$ cat config.mk
export PLATFORM = sky130hd
export DESIGN_NAME = mccu_exc_flat
export DESIGN_NICKNAME = d
export VERILOG_FILES = /design/src/rtl/mccu_pkg.sv /design/src/rtl/mccu_exc_if.sv /design/src/rtl/mccu_irq_arb.sv /design/src/rtl/mccu_exc.sv /design/src/flat_wrapper.sv
export SDC_FILE = /design/constraint.sdc
export NUM_CORES = 1
export LEC_CHECK = 0
export BUFFER_PORTS_ARGS = -buffer_cell sky130_fd_sc_hd__clkbuf_2
export CAP_MARGIN = 20
export CORE_UTILIZATION = 44
export DETAILED_ROUTE_END_ITERATION = 8
export PLACE_DENSITY = 0.82
export SYNTH_ARGS = -nofsm -noshare
export SYNTH_HDL_FRONTEND = slang
export SYNTH_SLANG_ARGS = --single-unit
$ cat constraint.sdc
create_clock -name clock -period 2.4 [get_ports clock]
set_input_delay 0.12 -clock clock [delete_from_list [all_inputs] [get_ports clock]]
set_output_delay 0.12 -clock clock [all_outputs]
set_load 0.1 [all_outputs]
$ cat src/rtl/mccu_pkg.sv
// Shared encodings for the multi-cycle MIPS control unit with CP0 exception
// sequencing: state codes, instruction field constants, CP0 register numbers,
// exception codes and the select encodings driven towards the datapath/CP0.
package mccu_pkg;

  typedef enum logic [2:0] {
    S_IF  = 3'd0,
    S_ID  = 3'd1,
    S_EXE = 3'd2,
    S_MEM = 3'd3,
    S_WB  = 3'd4,
    S_EXC = 3'd5
  } state_e;

  // primary opcodes
  localparam logic [5:0] OP_RTYPE = 6'b000000;
  localparam logic [5:0] OP_ADDI  = 6'b001000;
  localparam logic [5:0] OP_ANDI  = 6'b001100;
  localparam logic [5:0] OP_ORI   = 6'b001101;
  localparam logic [5:0] OP_XORI  = 6'b001110;
  localparam logic [5:0] OP_LUI   = 6'b001111;
  localparam logic [5:0] OP_LW    = 6'b100011;
  localparam logic [5:0] OP_SW    = 6'b101011;
  localparam logic [5:0] OP_BEQ   = 6'b000100;
  localparam logic [5:0] OP_BNE   = 6'b000101;
  localparam logic [5:0] OP_J     = 6'b000010;
  localparam logic [5:0] OP_JAL   = 6'b000011;
  localparam logic [5:0] OP_COP0  = 6'b010000;

  // R-type function codes
  localparam logic [5:0] FN_ADD     = 6'b100000;
  localparam logic [5:0] FN_SUB     = 6'b100010;
  localparam logic [5:0] FN_AND     = 6'b100100;
  localparam logic [5:0] FN_OR      = 6'b100101;
  localparam logic [5:0] FN_XOR     = 6'b100110;
  localparam logic [5:0] FN_SLL     = 6'b000000;
  localparam logic [5:0] FN_SRL     = 6'b000010;
  localparam logic [5:0] FN_SRA     = 6'b000011;
  localparam logic [5:0] FN_JR      = 6'b001000;
  localparam logic [5:0] FN_SYSCALL = 6'b001100;
  localparam logic [5:0] FN_ERET    = 6'b011000;

  // CP0 sub-ops carried in rs
  localparam logic [4:0] RS_MFC0 = 5'b00000;
  localparam logic [4:0] RS_MTC0 = 5'b00100;
  localparam logic [4:0] RS_ERET = 5'b10000;

  // CP0 register numbers carried in rd
  localparam logic [4:0] CP0_STATUS = 5'd12;
  localparam logic [4:0] CP0_CAUSE  = 5'd13;
  localparam logic [4:0] CP0_EPC    = 5'd14;

  // cause codes
  localparam logic [4:0] EXC_INT = 5'd0;
  localparam logic [4:0] EXC_SYS = 5'd8;
  localparam logic [4:0] EXC_RI  = 5'd10;
  localparam logic [4:0] EXC_OV  = 5'd12;

  localparam logic [1:0] MFC0_GPR    = 2'b00;
  localparam logic [1:0] MFC0_STATUS = 2'b01;
  localparam logic [1:0] MFC0_CAUSE  = 2'b10;
  localparam logic [1:0] MFC0_EPC    = 2'b11;

  localparam logic [1:0] SELPC_NPC = 2'b00;
  localparam logic [1:0] SELPC_EPC = 2'b01;
  localparam logic [1:0] SELPC_VEC = 2'b10;

  localparam logic [1:0] STAOP_MTC0 = 2'd0;
  localparam logic [1:0] STAOP_PUSH = 2'd1;
  localparam logic [1:0] STAOP_POP  = 2'd2;

  localparam logic [3:0] ALU_ADD = 4'b0000;
  localparam logic [3:0] ALU_SUB = 4'b0100;
  localparam logic [3:0] ALU_AND = 4'b0001;
  localparam logic [3:0] ALU_OR  = 4'b0101;
  localparam logic [3:0] ALU_XOR = 4'b0010;
  localparam logic [3:0] ALU_LUI = 4'b0110;
  localparam logic [3:0] ALU_SLL = 4'b0011;
  localparam logic [3:0] ALU_SRL = 4'b0111;
  localparam logic [3:0] ALU_SRA = 4'b1111;

  localparam logic [1:0] ALUB_REG   = 2'b00;
  localparam logic [1:0] ALUB_FOUR  = 2'b01;
  localparam logic [1:0] ALUB_IMM   = 2'b10;
  localparam logic [1:0] ALUB_BROFF = 2'b11;

  localparam logic [1:0] PCS_NPC = 2'b00;
  localparam logic [1:0] PCS_BR  = 2'b01;
  localparam logic [1:0] PCS_JR  = 2'b10;
  localparam logic [1:0] PCS_JMP = 2'b11;

  // one-hot style decode of the instruction held in IR
  typedef struct packed {
    logic i_add, i_sub, i_and, i_or, i_xor, i_sll, i_srl, i_sra, i_jr, i_syscall;
    logic i_addi, i_andi, i_ori, i_xori, i_lui, i_lw, i_sw, i_beq, i_bne, i_j, i_jal;
    logic i_mtc0, i_mfc0, i_eret, i_rsvd;
  } instr_t;

  // CP0 register number -> mfc0 read-mux select
  function automatic logic [1:0] mfc0_sel(input logic [4:0] rd);
    case (rd)
      CP0_STATUS: return MFC0_STATUS;
      CP0_CAUSE:  return MFC0_CAUSE;
      CP0_EPC:    return MFC0_EPC;
      default:    return MFC0_GPR;
    endcase
  endfunction

endpackage

$ cat src/rtl/mccu_exc_if.sv
// Control-unit <-> datapath/CP0 bundle. The control unit uses the master
// modport (drives enables/selects), the datapath side uses slave.
interface mccu_exc_if #(
  parameter int NUM_IRQ = 4,
  parameter int IRQ_IDW = 2
);
  logic [5:0]         op, func;
  logic [4:0]         rs, rd;
  logic               z, v, mem_ready;
  logic [NUM_IRQ-1:0] intr;
  logic [NUM_IRQ:0]   sta;

  logic               wpc, wir, wmem, wreg, iord, regrt, m2reg, shift, alusrca, jal, sext;
  logic [3:0]         aluc;
  logic [1:0]         alusrcb, pcsource;
  logic               inta, exc;
  logic [4:0]         exccode;
  logic [IRQ_IDW-1:0] irq_id;
  logic               wsta, wcau, wepc;
  logic [1:0]         sta_op;
  logic               epcsrc, mtc0;
  logic [1:0]         mfc0, selpc;
  logic [2:0]         state;

  modport master (
    input  op, func, rs, rd, z, v, mem_ready, intr, sta,
    output wpc, wir, wmem, wreg, iord, regrt, m2reg, shift, alusrca, jal, sext,
           aluc, alusrcb, pcsource, inta, exc, exccode, irq_id, wsta, wcau, wepc,
           sta_op, epcsrc, mtc0, mfc0, selpc, state
  );

  modport slave (
    output op, func, rs, rd, z, v, mem_ready, intr, sta,
    input  wpc, wir, wmem, wreg, iord, regrt, m2reg, shift, alusrca, jal, sext,
           aluc, alusrcb, pcsource, inta, exc, exccode, irq_id, wsta, wcau, wepc,
           sta_op, epcsrc, mtc0, mfc0, selpc, state
  );
endinterface

$ cat src/rtl/mccu_irq_arb.sv
// Interrupt arbiter: applies per-line mask and global enable from the CP0
// status word, picks the lowest-index pending line.
module mccu_irq_arb #(
  parameter int NUM_IRQ = 4,
  parameter int IRQ_IDW = 2
) (
  input  logic [NUM_IRQ-1:0] intr,
  input  logic [NUM_IRQ:0]   sta,
  output logic               take,
  output logic [IRQ_IDW-1:0] irq_id
);

  logic [NUM_IRQ-1:0] pending;

  // mask, global enable and lowest-index priority encode
  always_comb begin
    pending = intr & sta[NUM_IRQ:1];
    take    = sta[0] & (|pending);
    irq_id  = '0;
    for (int i = NUM_IRQ - 1; i >= 0; i--) begin
      if (pending[i]) irq_id = IRQ_IDW'(i);
    end
  end

endmodule

$ cat src/rtl/mccu_exc.sv
// Multi-cycle MIPS control unit with CP0 exception/interrupt sequencing.
// Controls are combinational from the state register and the IR fields.
// Build option: MCCU_OVF_TRAP_EN enables the arithmetic overflow trap;
// without it v is ignored and add/sub/addi always write back.
module mccu_exc
  import mccu_pkg::*;
#(
  parameter int NUM_IRQ = 4,
  parameter int IRQ_IDW = 2
) (
  input logic        clock,
  input logic        reset,
  mccu_exc_if.master bus
);

  state_e             state_q, state_d;
  logic [IRQ_IDW-1:0] irq_id_q, irq_id_d;
  logic [4:0]         exccode_q, exccode_d;
  logic               epcsrc_q, epcsrc_d;

  instr_t             dec;
  logic               irq_take;
  logic [IRQ_IDW-1:0] irq_win;
  logic               done;       // instruction retires this cycle
  logic               sync_exc;
  logic [4:0]         sync_code;

  mccu_irq_arb #(.NUM_IRQ(NUM_IRQ), .IRQ_IDW(IRQ_IDW)) u_irq_arb (
    .intr   (bus.intr),
    .sta    (bus.sta),
    .take   (irq_take),
    .irq_id (irq_win)
  );

`ifndef MCCU_OVF_TRAP_EN
  logic unused_v;
  assign unused_v = bus.v;
`endif

  // decode the instruction currently held in IR
  always_comb begin
    dec = '0;
    if (bus.op == OP_RTYPE) begin
      case (bus.func)
        FN_ADD:     dec.i_add     = 1'b1;
        FN_SUB:     dec.i_sub     = 1'b1;
        FN_AND:     dec.i_and     = 1'b1;
        FN_OR:      dec.i_or      = 1'b1;
        FN_XOR:     dec.i_xor     = 1'b1;
        FN_SLL:     dec.i_sll     = 1'b1;
        FN_SRL:     dec.i_srl     = 1'b1;
        FN_SRA:     dec.i_sra     = 1'b1;
        FN_JR:      dec.i_jr      = 1'b1;
        FN_SYSCALL: dec.i_syscall = 1'b1;
        default:    dec.i_rsvd    = 1'b1;
      endcase
    end else if (bus.op == OP_COP0) begin
      if (bus.rs == RS_MTC0)                            dec.i_mtc0 = 1'b1;
      else if (bus.rs == RS_MFC0)                       dec.i_mfc0 = 1'b1;
      else if (bus.rs == RS_ERET && bus.func == FN_ERET) dec.i_eret = 1'b1;
      else                                              dec.i_rsvd = 1'b1;
    end else begin
      case (bus.op)
        OP_ADDI: dec.i_addi = 1'b1;
        OP_ANDI: dec.i_andi = 1'b1;
        OP_ORI:  dec.i_ori  = 1'b1;
        OP_XORI: dec.i_xori = 1'b1;
        OP_LUI:  dec.i_lui  = 1'b1;
        OP_LW:   dec.i_lw   = 1'b1;
        OP_SW:   dec.i_sw   = 1'b1;
        OP_BEQ:  dec.i_beq  = 1'b1;
        OP_BNE:  dec.i_bne  = 1'b1;
        OP_J:    dec.i_j    = 1'b1;
        OP_JAL:  dec.i_jal  = 1'b1;
        default: dec.i_rsvd = 1'b1;
      endcase
    end
  end

  // next state, cause latches and per-state datapath/CP0 controls
  always_comb begin
    state_d   = S_IF;
    irq_id_d  = irq_id_q;
    exccode_d = exccode_q;
    epcsrc_d  = epcsrc_q;
    done      = 1'b0;
    sync_exc  = 1'b0;
    sync_code = EXC_RI;

    bus.wpc      = 1'b0;
    bus.wir      = 1'b0;
    bus.wmem     = 1'b0;
    bus.wreg     = 1'b0;
    bus.iord     = 1'b0;
    bus.regrt    = 1'b0;
    bus.m2reg    = 1'b0;
    bus.shift    = 1'b0;
    bus.alusrca  = 1'b0;
    bus.jal      = 1'b0;
    bus.sext     = 1'b1;
    bus.aluc     = ALU_ADD;
    bus.alusrcb  = ALUB_REG;
    bus.pcsource = PCS_NPC;
    bus.inta     = 1'b0;
    bus.exc      = 1'b0;
    bus.wsta     = 1'b0;
    bus.wcau     = 1'b0;
    bus.wepc     = 1'b0;
    bus.sta_op   = STAOP_MTC0;
    bus.mtc0     = 1'b0;
    bus.mfc0     = MFC0_GPR;
    bus.selpc    = SELPC_NPC;

    case (state_q)
      S_IF: begin
        if (bus.mem_ready) begin
          bus.wpc     = 1'b1;
          bus.wir     = 1'b1;
          bus.alusrca = 1'b1;
          bus.alusrcb = ALUB_FOUR;
          state_d     = S_ID;
        end
      end

      S_ID: begin
        if (dec.i_j) begin
          bus.pcsource = PCS_JMP;
          bus.wpc      = 1'b1;
          done         = 1'b1;
        end else if (dec.i_jal) begin
          bus.pcsource = PCS_JMP;
          bus.wpc      = 1'b1;
          bus.jal      = 1'b1;
          bus.wreg     = 1'b1;
          done         = 1'b1;
        end else if (dec.i_jr) begin
          bus.pcsource = PCS_JR;
          bus.wpc      = 1'b1;
          done         = 1'b1;
        end else if (dec.i_eret) begin
          bus.selpc  = SELPC_EPC;
          bus.wpc    = 1'b1;
          bus.wsta   = 1'b1;
          bus.sta_op = STAOP_POP;
          done       = 1'b1;
        end else if (dec.i_mtc0) begin
          bus.mtc0 = 1'b1;
          bus.wsta = (bus.rd == CP0_STATUS);
          bus.wcau = (bus.rd == CP0_CAUSE);
          bus.wepc = (bus.rd == CP0_EPC);
          done     = 1'b1;
        end else if (dec.i_mfc0) begin
          state_d = S_WB;
        end else if (dec.i_syscall) begin
          sync_exc  = 1'b1;
          sync_code = EXC_SYS;
        end else if (dec.i_rsvd) begin
          sync_exc  = 1'b1;
          sync_code = EXC_RI;
        end else begin
          // precompute branch target while the register file is read
          bus.alusrca = 1'b1;
          bus.alusrcb = ALUB_BROFF;
          state_d     = S_EXE;
        end
      end

      S_EXE: begin
        bus.shift   = dec.i_sll | dec.i_srl | dec.i_sra;
        bus.sext    = ~(dec.i_andi | dec.i_ori | dec.i_xori);
        bus.alusrcb = (bus.op == OP_RTYPE || dec.i_beq || dec.i_bne) ? ALUB_REG : ALUB_IMM;
        if (dec.i_sub || dec.i_beq || dec.i_bne) bus.aluc = ALU_SUB;
        else if (dec.i_and || dec.i_andi)        bus.aluc = ALU_AND;
        else if (dec.i_or  || dec.i_ori)         bus.aluc = ALU_OR;
        else if (dec.i_xor || dec.i_xori)        bus.aluc = ALU_XOR;
        else if (dec.i_lui)                      bus.aluc = ALU_LUI;
        else if (dec.i_sll)                      bus.aluc = ALU_SLL;
        else if (dec.i_srl)                      bus.aluc = ALU_SRL;
        else if (dec.i_sra)                      bus.aluc = ALU_SRA;
        else                                     bus.aluc = ALU_ADD;

        if (dec.i_beq || dec.i_bne) begin
          bus.pcsource = PCS_BR;
          bus.wpc      = dec.i_beq ? bus.z : ~bus.z;
          done         = 1'b1;
        end else if (dec.i_lw || dec.i_sw) begin
          state_d = S_MEM;
        end else begin
          state_d = S_WB;
        end
`ifdef MCCU_OVF_TRAP_EN
        if ((dec.i_add || dec.i_sub || dec.i_addi) && bus.v) begin
          sync_exc  = 1'b1;
          sync_code = EXC_OV;
        end
`endif
      end

      S_MEM: begin
        bus.iord = 1'b1;
        if (dec.i_sw) begin
          bus.wmem = bus.mem_ready;
          if (bus.mem_ready) done = 1'b1;
          else               state_d = S_MEM;
        end else begin
          state_d = bus.mem_ready ? S_WB : S_MEM;
        end
      end

      S_WB: begin
        bus.wreg = 1'b1;
        done     = 1'b1;
        if (dec.i_mfc0) begin
          bus.mfc0  = mfc0_sel(bus.rd);
          bus.regrt = 1'b1;
        end else begin
          bus.regrt = dec.i_addi | dec.i_andi | dec.i_ori | dec.i_xori | dec.i_lui | dec.i_lw;
          bus.m2reg = dec.i_lw;
        end
      end

      S_EXC: begin
        // IE is pushed to 0 here, so no interrupt is sampled on this exit
        bus.exc    = 1'b1;
        bus.wepc   = 1'b1;
        bus.wcau   = 1'b1;
        bus.wsta   = 1'b1;
        bus.sta_op = STAOP_PUSH;
        bus.selpc  = SELPC_VEC;
        bus.wpc    = 1'b1;
        bus.inta   = (exccode_q == EXC_INT);
        state_d    = S_IF;
      end

      default: state_d = S_IF;
    endcase

    // synchronous exceptions win; interrupts only at instruction retirement
    if (sync_exc) begin
      state_d   = S_EXC;
      exccode_d = sync_code;
      epcsrc_d  = 1'b1;
    end else if (done && irq_take) begin
      state_d   = S_EXC;
      exccode_d = EXC_INT;
      epcsrc_d  = 1'b0;
      irq_id_d  = irq_win;
    end

    if (reset) begin
      bus.wpc  = 1'b0;
      bus.wir  = 1'b0;
      bus.wmem = 1'b0;
      bus.wreg = 1'b0;
      bus.wsta = 1'b0;
      bus.wcau = 1'b0;
      bus.wepc = 1'b0;
      bus.exc  = 1'b0;
      bus.inta = 1'b0;
    end
  end

  assign bus.state   = state_q;
  assign bus.irq_id  = irq_id_q;
  assign bus.exccode = exccode_q;
  assign bus.epcsrc  = epcsrc_q;

  // state register and latched exception cause
  always_ff @(posedge clock or posedge reset) begin
    if (reset) begin
      state_q   <= S_IF;
      irq_id_q  <= '0;
      exccode_q <= EXC_INT;
      epcsrc_q  <= 1'b0;
    end else begin
      state_q   <= state_d;
      irq_id_q  <= irq_id_d;
      exccode_q <= exccode_d;
      epcsrc_q  <= epcsrc_d;
    end
  end

endmodule

$ cat src/flat_wrapper.sv
// flat-port wrapper written by rule: the top's interface ports become plain ports
module mccu_exc_flat import mccu_pkg::*;
#(
  parameter int NUM_IRQ = 4,
  parameter int IRQ_IDW = 2
)
  (clock, reset, bus_op, bus_func, bus_rs, bus_rd, bus_z, bus_v, bus_mem_ready, bus_intr, bus_sta, bus_wpc, bus_wir, bus_wmem, bus_wreg, bus_iord, bus_regrt, bus_m2reg, bus_shift, bus_alusrca, bus_jal, bus_sext, bus_aluc, bus_alusrcb, bus_pcsource, bus_inta, bus_exc, bus_exccode, bus_irq_id, bus_wsta, bus_wcau, bus_wepc, bus_sta_op, bus_epcsrc, bus_mtc0, bus_mfc0, bus_selpc, bus_state);
  mccu_exc_if #(.NUM_IRQ(NUM_IRQ), .IRQ_IDW(IRQ_IDW)) bus_i ();
  input logic clock;
  input logic reset;
  input wire logic [$bits(bus_i.op)-1:0] bus_op;
  input wire logic [$bits(bus_i.func)-1:0] bus_func;
  input wire logic [$bits(bus_i.rs)-1:0] bus_rs;
  input wire logic [$bits(bus_i.rd)-1:0] bus_rd;
  input wire logic [$bits(bus_i.z)-1:0] bus_z;
  input wire logic [$bits(bus_i.v)-1:0] bus_v;
  input wire logic [$bits(bus_i.mem_ready)-1:0] bus_mem_ready;
  input wire logic [$bits(bus_i.intr)-1:0] bus_intr;
  input wire logic [$bits(bus_i.sta)-1:0] bus_sta;
  output wire logic [$bits(bus_i.wpc)-1:0] bus_wpc;
  output wire logic [$bits(bus_i.wir)-1:0] bus_wir;
  output wire logic [$bits(bus_i.wmem)-1:0] bus_wmem;
  output wire logic [$bits(bus_i.wreg)-1:0] bus_wreg;
  output wire logic [$bits(bus_i.iord)-1:0] bus_iord;
  output wire logic [$bits(bus_i.regrt)-1:0] bus_regrt;
  output wire logic [$bits(bus_i.m2reg)-1:0] bus_m2reg;
  output wire logic [$bits(bus_i.shift)-1:0] bus_shift;
  output wire logic [$bits(bus_i.alusrca)-1:0] bus_alusrca;
  output wire logic [$bits(bus_i.jal)-1:0] bus_jal;
  output wire logic [$bits(bus_i.sext)-1:0] bus_sext;
  output wire logic [$bits(bus_i.aluc)-1:0] bus_aluc;
  output wire logic [$bits(bus_i.alusrcb)-1:0] bus_alusrcb;
  output wire logic [$bits(bus_i.pcsource)-1:0] bus_pcsource;
  output wire logic [$bits(bus_i.inta)-1:0] bus_inta;
  output wire logic [$bits(bus_i.exc)-1:0] bus_exc;
  output wire logic [$bits(bus_i.exccode)-1:0] bus_exccode;
  output wire logic [$bits(bus_i.irq_id)-1:0] bus_irq_id;
  output wire logic [$bits(bus_i.wsta)-1:0] bus_wsta;
  output wire logic [$bits(bus_i.wcau)-1:0] bus_wcau;
  output wire logic [$bits(bus_i.wepc)-1:0] bus_wepc;
  output wire logic [$bits(bus_i.sta_op)-1:0] bus_sta_op;
  output wire logic [$bits(bus_i.epcsrc)-1:0] bus_epcsrc;
  output wire logic [$bits(bus_i.mtc0)-1:0] bus_mtc0;
  output wire logic [$bits(bus_i.mfc0)-1:0] bus_mfc0;
  output wire logic [$bits(bus_i.selpc)-1:0] bus_selpc;
  output wire logic [$bits(bus_i.state)-1:0] bus_state;
  assign bus_i.op = bus_op;
  assign bus_i.func = bus_func;
  assign bus_i.rs = bus_rs;
  assign bus_i.rd = bus_rd;
  assign bus_i.z = bus_z;
  assign bus_i.v = bus_v;
  assign bus_i.mem_ready = bus_mem_ready;
  assign bus_i.intr = bus_intr;
  assign bus_i.sta = bus_sta;
  assign bus_wpc = bus_i.wpc;
  assign bus_wir = bus_i.wir;
  assign bus_wmem = bus_i.wmem;
  assign bus_wreg = bus_i.wreg;
  assign bus_iord = bus_i.iord;
  assign bus_regrt = bus_i.regrt;
  assign bus_m2reg = bus_i.m2reg;
  assign bus_shift = bus_i.shift;
  assign bus_alusrca = bus_i.alusrca;
  assign bus_jal = bus_i.jal;
  assign bus_sext = bus_i.sext;
  assign bus_aluc = bus_i.aluc;
  assign bus_alusrcb = bus_i.alusrcb;
  assign bus_pcsource = bus_i.pcsource;
  assign bus_inta = bus_i.inta;
  assign bus_exc = bus_i.exc;
  assign bus_exccode = bus_i.exccode;
  assign bus_irq_id = bus_i.irq_id;
  assign bus_wsta = bus_i.wsta;
  assign bus_wcau = bus_i.wcau;
  assign bus_wepc = bus_i.wepc;
  assign bus_sta_op = bus_i.sta_op;
  assign bus_epcsrc = bus_i.epcsrc;
  assign bus_mtc0 = bus_i.mtc0;
  assign bus_mfc0 = bus_i.mfc0;
  assign bus_selpc = bus_i.selpc;
  assign bus_state = bus_i.state;
  mccu_exc #(.NUM_IRQ(NUM_IRQ), .IRQ_IDW(IRQ_IDW)) u_core (.clock(clock), .reset(reset), .bus(bus_i));
endmodule
After elaboration in Yosys (flattened, before gate mapping)
Index checks and enable logic that the tools add are counted.
Widths: inputs -> output; s select.
{"block": "classes", "n_bitwise": 14, "mux": 187, "n_reduce_logical": 21, "n_eq_ne": 32}
{"op": "$mux 1", "count": 109}
{"op": "$mux 2", "count": 29}
{"op": "$mux 3", "count": 15}
{"op": "$mux 5", "count": 9}
{"op": "$eq 6x4->1 const B", "count": 7}
{"op": "$eq 6x6->1 const B", "count": 7}
{"op": "$mux 4", "count": 9}
{"op": "$eq 6x2->1 const B", "count": 4}
{"op": "$eq 5x4->1 const B", "count": 3}
{"op": "$mux 14", "count": 1}
{"op": "$eq 6x3->1 const B", "count": 2}
{"op": "$eq 6x5->1 const B", "count": 2}
{"op": "$logic_not 6->1", "count": 2}
{"op": "$pmux 2 s2", "count": 3}
{"op": "$pmux 2 s3", "count": 2}
{"op": "$pmux 3 s4", "count": 1}
{"op": "$mux 11", "count": 1}
{"op": "$reduce_or 11->1", "count": 1}
{"op": "$logic_not 5->1", "count": 2}
{"op": "$pmux 1 s2", "count": 5}
{"op": "$reduce_or 10->1", "count": 1}
{"op": "$logic_or 1x1->1", "count": 9}
{"op": "$mux 9", "count": 1}
{"op": "$or 1x1->1", "count": 9}
{"op": "14 further kinds", "count": 20}
{"block": "word_totals", "in_bits": 36, "elab_cells": 258, "ff_bits": 11}

Depth between registers and ports, before layout
{"block": "depth", "depth_word": 18, "depth_mapped": 7, "depth_no_buf": 6}

Cells and area by module
Synthesis repeated with hierarchy kept, for this count alone.
{"block": "unflattened", "hier_cells": 190, "area_unflattened_um2": 1347.5}
{"module": "mccu_exc", "area_each_um2": 1296.2, "cells_per_inst": 183, "instances": 1}
{"module": "mccu_irq_arb", "area_each_um2": 51.3, "cells_per_inst": 7, "instances": 1}

Least setup slack after synthesis
Ideal clock, no wire load.
{"block": "synth_path", "path_type": "flip-flop to output port", "from": "register u_core.state_q[1], in the netlist u_core.bus.state[1]", "to": "output port bus_pcsource[0]", "path_slack_ps": -2346, "stages_incl_launch_ff": 5, "arrival_time_ps": 4626, "required_time_ps": 2280, "path_cell_list": "dfrtp_1 -> buf_4 -> nor3b_1 -> a31oi_1 -> nor4_1"}
{"block": "synth_via", "elab_chain_len": 2}
{"item": "start: declaration", "line_no": "mccu_exc.sv:16", "text": "state_e state_q, state_d;"}
{"item": "start signal: assignment", "line_no": "mccu_exc.sv:276", "text": "state_q <= state_d;"}
{"item": "$eq 3x2->1 or $eq 3x1->1 (tied branches)", "line_no": "mccu_exc.sv:114", "text": "case (state_q)"}
{"item": "$pmux 2 s2 *", "line_no": "mccu_exc.sv:114"}
{"item": "end: declaration", "line_no": "flat_wrapper.sv:33", "text": "output wire logic [$bits(bus_i.pcsource)-1:0] bus_pcsource;"}
Mark *: on every way between the ends. The rest lies on a longest branch, timed or not.

Worst setup path in the final report
{"block": "layout_path", "from": "register u_core.state_q[1], in the netlist u_core.bus.state[1]", "to": "output port bus_wcau"}
{"block": "layout_via", "elab_chain_len": 3}
{"item": "$eq 3x3->1 or $eq 3x1->1 (tied branches)", "line_no": "mccu_exc.sv:114"}
{"item": "$pmux 1 s2 *", "line_no": "mccu_exc.sv:114"}
{"item": "$mux 1 *", "line_no": "mccu_exc.sv:250", "text": "if (reset) begin"}
{"item": "end: declaration", "line_no": "flat_wrapper.sv:39", "text": "output wire logic [$bits(bus_i.wcau)-1:0] bus_wcau;"}
Marked as above.

==> metrics <==
outcome=completed; DRT iter0 DRCs=79; DP HPWL=3280 um; ys async rst share=100%; Max-Cap Viols=0; CTS root buffer=clkbuf_4; leakage=0.000902 uW; PortBufs=73; Yosys top cell by area=dfrtp_1; Die Wd=55.8 um; Arr. time, crit path=2.21 ns; CP Capture Type=output pin; Final nets=296; TritonCTS Sinks=7; via count=1723; ys flop type=dfrtp_1; hold violation total from the final report=0; Avg WL per Cell=14.7 um; grt ovf=0; Die ar.=3120 um^2; Tmin final=2.33 ns; DRC=0; number of global-route vias before repair=1551; Final Power=1930 uW; largest net degree at the start of global routing=14; total CTS buffers=3; Area Overhead vs Synth=62.8%; Avg Cell Area, Syn=6.82 um^2; CP delay by family, top=simple AND/OR/NAND/NOR gates; design area=2080 um^2; Antenna diodes=0; I/O pin count=78; storage element area=186 um^2; WL met1=1760 um; routability cong.=0.871; Syn. warnings=0; Final Setup Violations=0; CTS tree=yes; most area-consuming cells after synthesis=dfrtp_1 14%, nand2_1 6.2%, nor2_1 6.2%, buf_4 4.1%, a21oi_1 3.9%; DIE HEIGHT=55.8 um; Unique masters post-synth=58; highest routed layer=met4; initial cell density of the core=46.2%; Final Cycle Share=97.0%; Rows=19; critical path's slowest cell=or4b_4; critical-path cell list=nor3b_2, nand4_1, or4b_4, a21oi_4, buf_12; Avg Vias per Cell=5.94; CTS clk-pin slew, worst paths=0.06 ns; global-route wire length before repair=6980 um; Max Clk Rate=0.429 GHz; Max rail drop VDD=1.38 mV; DR WL met3=331 um; Startpoint Class=flop; number of H-tree levels=1; Hold WC Path Type=in2reg; Post-synth EDFFs=0; multi-input logic area=1160 um^2; 1st-pass router iterations=4; metal2 WL=2060 um; Finished Layout Cells=290; Cells after Synth=187; final wirelength=4250 um; hold slack=0.182 ns; part of the Yosys area used for sequential elements=13.7%; RSZ-0062 raised after global routing=false; CP Class=reg2out; Pwr Density=932 nW/um^2; Rel. slew slack=63.6%; worst endpoint required time=2.28 ns; placed cell area=2040 um^2; CP max FO=13; Mapped Area=1270 um^2; GR Util All Layers=27.6%; Fillers=216; Core Area=2760 um^2; ANT nets after route=0; post-synthesis register bit count=7; share of the synthesized area in the top cell type=13.7%; max-slew violations=0; CP Buf/Inv Count=1; Clock Latency Late Sink=0.27 ns; Setup Slack @ Placement=0.256 ns; Bufs on Longest Clock Path=2; share of cells above drive strength 1=51.0%; skew final=0.00573 ns; final setup margin=0.0714 ns; placed cells=285; initial antenna violation count=0; worst slew pin tran=0.549 ns; Worst path max stage delay=0.58 ns
path summary, 6_finish.rpt:
kind	endpoint	depth (start not counted)	slack, ns	startpoint
max in group asynchronous	u_core.bus.state[1]$_DFF_PP0_	3	1.67	reset
worst min-delay path	u_core.bus.irq_id[0]$_DFFE_PP0P_	3	0.18	bus_sta[1]
worst min register to register	u_core.bus.irq_id[0]$_DFFE_PP0P_	1	0.48	u_core.bus.irq_id[0]$_DFFE_PP0P_
worst max register to register	u_core.bus.irq_id[1]$_DFFE_PP0P_	5	0.16	u_core.bus.state[2]$_DFF_PP0_
min in group asynchronous	u_core.bus.state[0]$_DFF_PP0_	3	0.45	reset
worst max-delay path	bus_wcau	5	0.07	u_core.bus.state[1]$_DFF_PP0_
cells in the mapped netlist (2+ instances only):
cell type,instances
o221ai_1,2
a32oi_1,3
a22o_1,2
a31oi_1,5
o21ai_0,6
o211ai_1,3
mux2_1,2
nor2_1,21
o21a_1,2
nand4_1,4
buf_2,9
nor4_1,3
and3_1,2
nor2b_1,6
inv_1,8
or2_2,2
nor3b_1,3
a21oi_1,10
nand2b_1,2
o21ai_1,3
nor3_1,8
nand4b_1,3
nand2_1,21
o22ai_1,3
buf_4,7
a211oi_1,2
dfrtp_1,7
nor3b_2,3
nand3_1,6
state kept, by name, summed over array words and instances, names as in the netlist:
name                count
u_core.bus.exccode      2
u_core.bus.irq_id       2
u_core.bus.state        3
worst register-to-register path: cells and delay by family, from the launching register on:
kind	cells	cell delay (ns)
AO/OA/AOI/OAI	2	0.37
flip-flops	1	0.54
AND/OR/NAND/NOR	2	0.84
multiplexers	1	0.36
cell type report:
cell class / instances / share of cell area (%)
Sequential cell: 7 / 8.98
Multi-Input combinational cell: 157 / 55.8
Timing Repair Buffer: 83 / 30.5
Tap cell: 31 / 1.87
Clock buffer: 4 / 1.27
Inverter: 8 / 1.63
cells in the final DEF (no fill, tap or decap), types with 2 or more instances in the layout:
master and n:
o21ai_1 2, nor2b_1 3, nor3b_1 2, o22ai_1 3
a21oi_2 2, conb_1 3, nor2b_2 3, nand4_1 4
a32oi_1 3, nor3_4 3, a31oi_1 4, nor3b_2 4
nand3_1 6, nand2_2 3, inv_1 7, a21oi_1 7
a211oi_1 2, nor2_1 16, nor2_2 5, buf_4 13
buf_12 12, o211ai_1 3, mux2_1 2, clkbuf_4 3
nor3_1 5, or2_2 2, o21ai_0 6, dfrtp_4 3
a22o_1 2, dfrtp_1 4, o221ai_1 2, nand2b_1 2
nand2_1 18, a21oi_4 2, clkbuf_2 56, nand4b_1 3
nor4_4 3
stage by stage:
step	setup TNS, ns	util, %
floorplan	-0.243	-
global placement	0	73.8
detailed placement	0	73.8
CTS	0	75.1
global route	0	75.3
finish	0	75.3
repair_timing:
item,in CTS,in global routing
gates resized for setup,0,2
endpoints found under the hold margin,7,0
hold buffers,1,0
setup endpoints to repair,0,2
buffers inserted,0,0
where the power goes:
group	internal (uW)	total, uW	switching (uW)
Sequential	178	277	98.6
Clock	64.1	118	53.5
Combinational	369	1540	1170
Total	611	1930	1320
layer usage:
layer  track usage [%]  vias up
met5                 0        -
met4              10.8        0
met3              4.19       12
met2              46.5       93
met1              35.5      784
li1                  -      834
cell families (layout without fill, tap and decap cells):
logic type                count (synthesis)  in the layout  synth area share, %
other                                     1              3                0.294
AOI/OAI and AO/OA                        50             50                 27.0
buffers and inverters                    25             95                 10.3
muxes                                     4              4                 3.43
DFF                                       7              7                 13.7
and+or+nand+nor                          98             98                 43.9
xor gates and xnor gates                  2              2                 1.37
No activity file was read; power rests on OpenSTA's default activity.
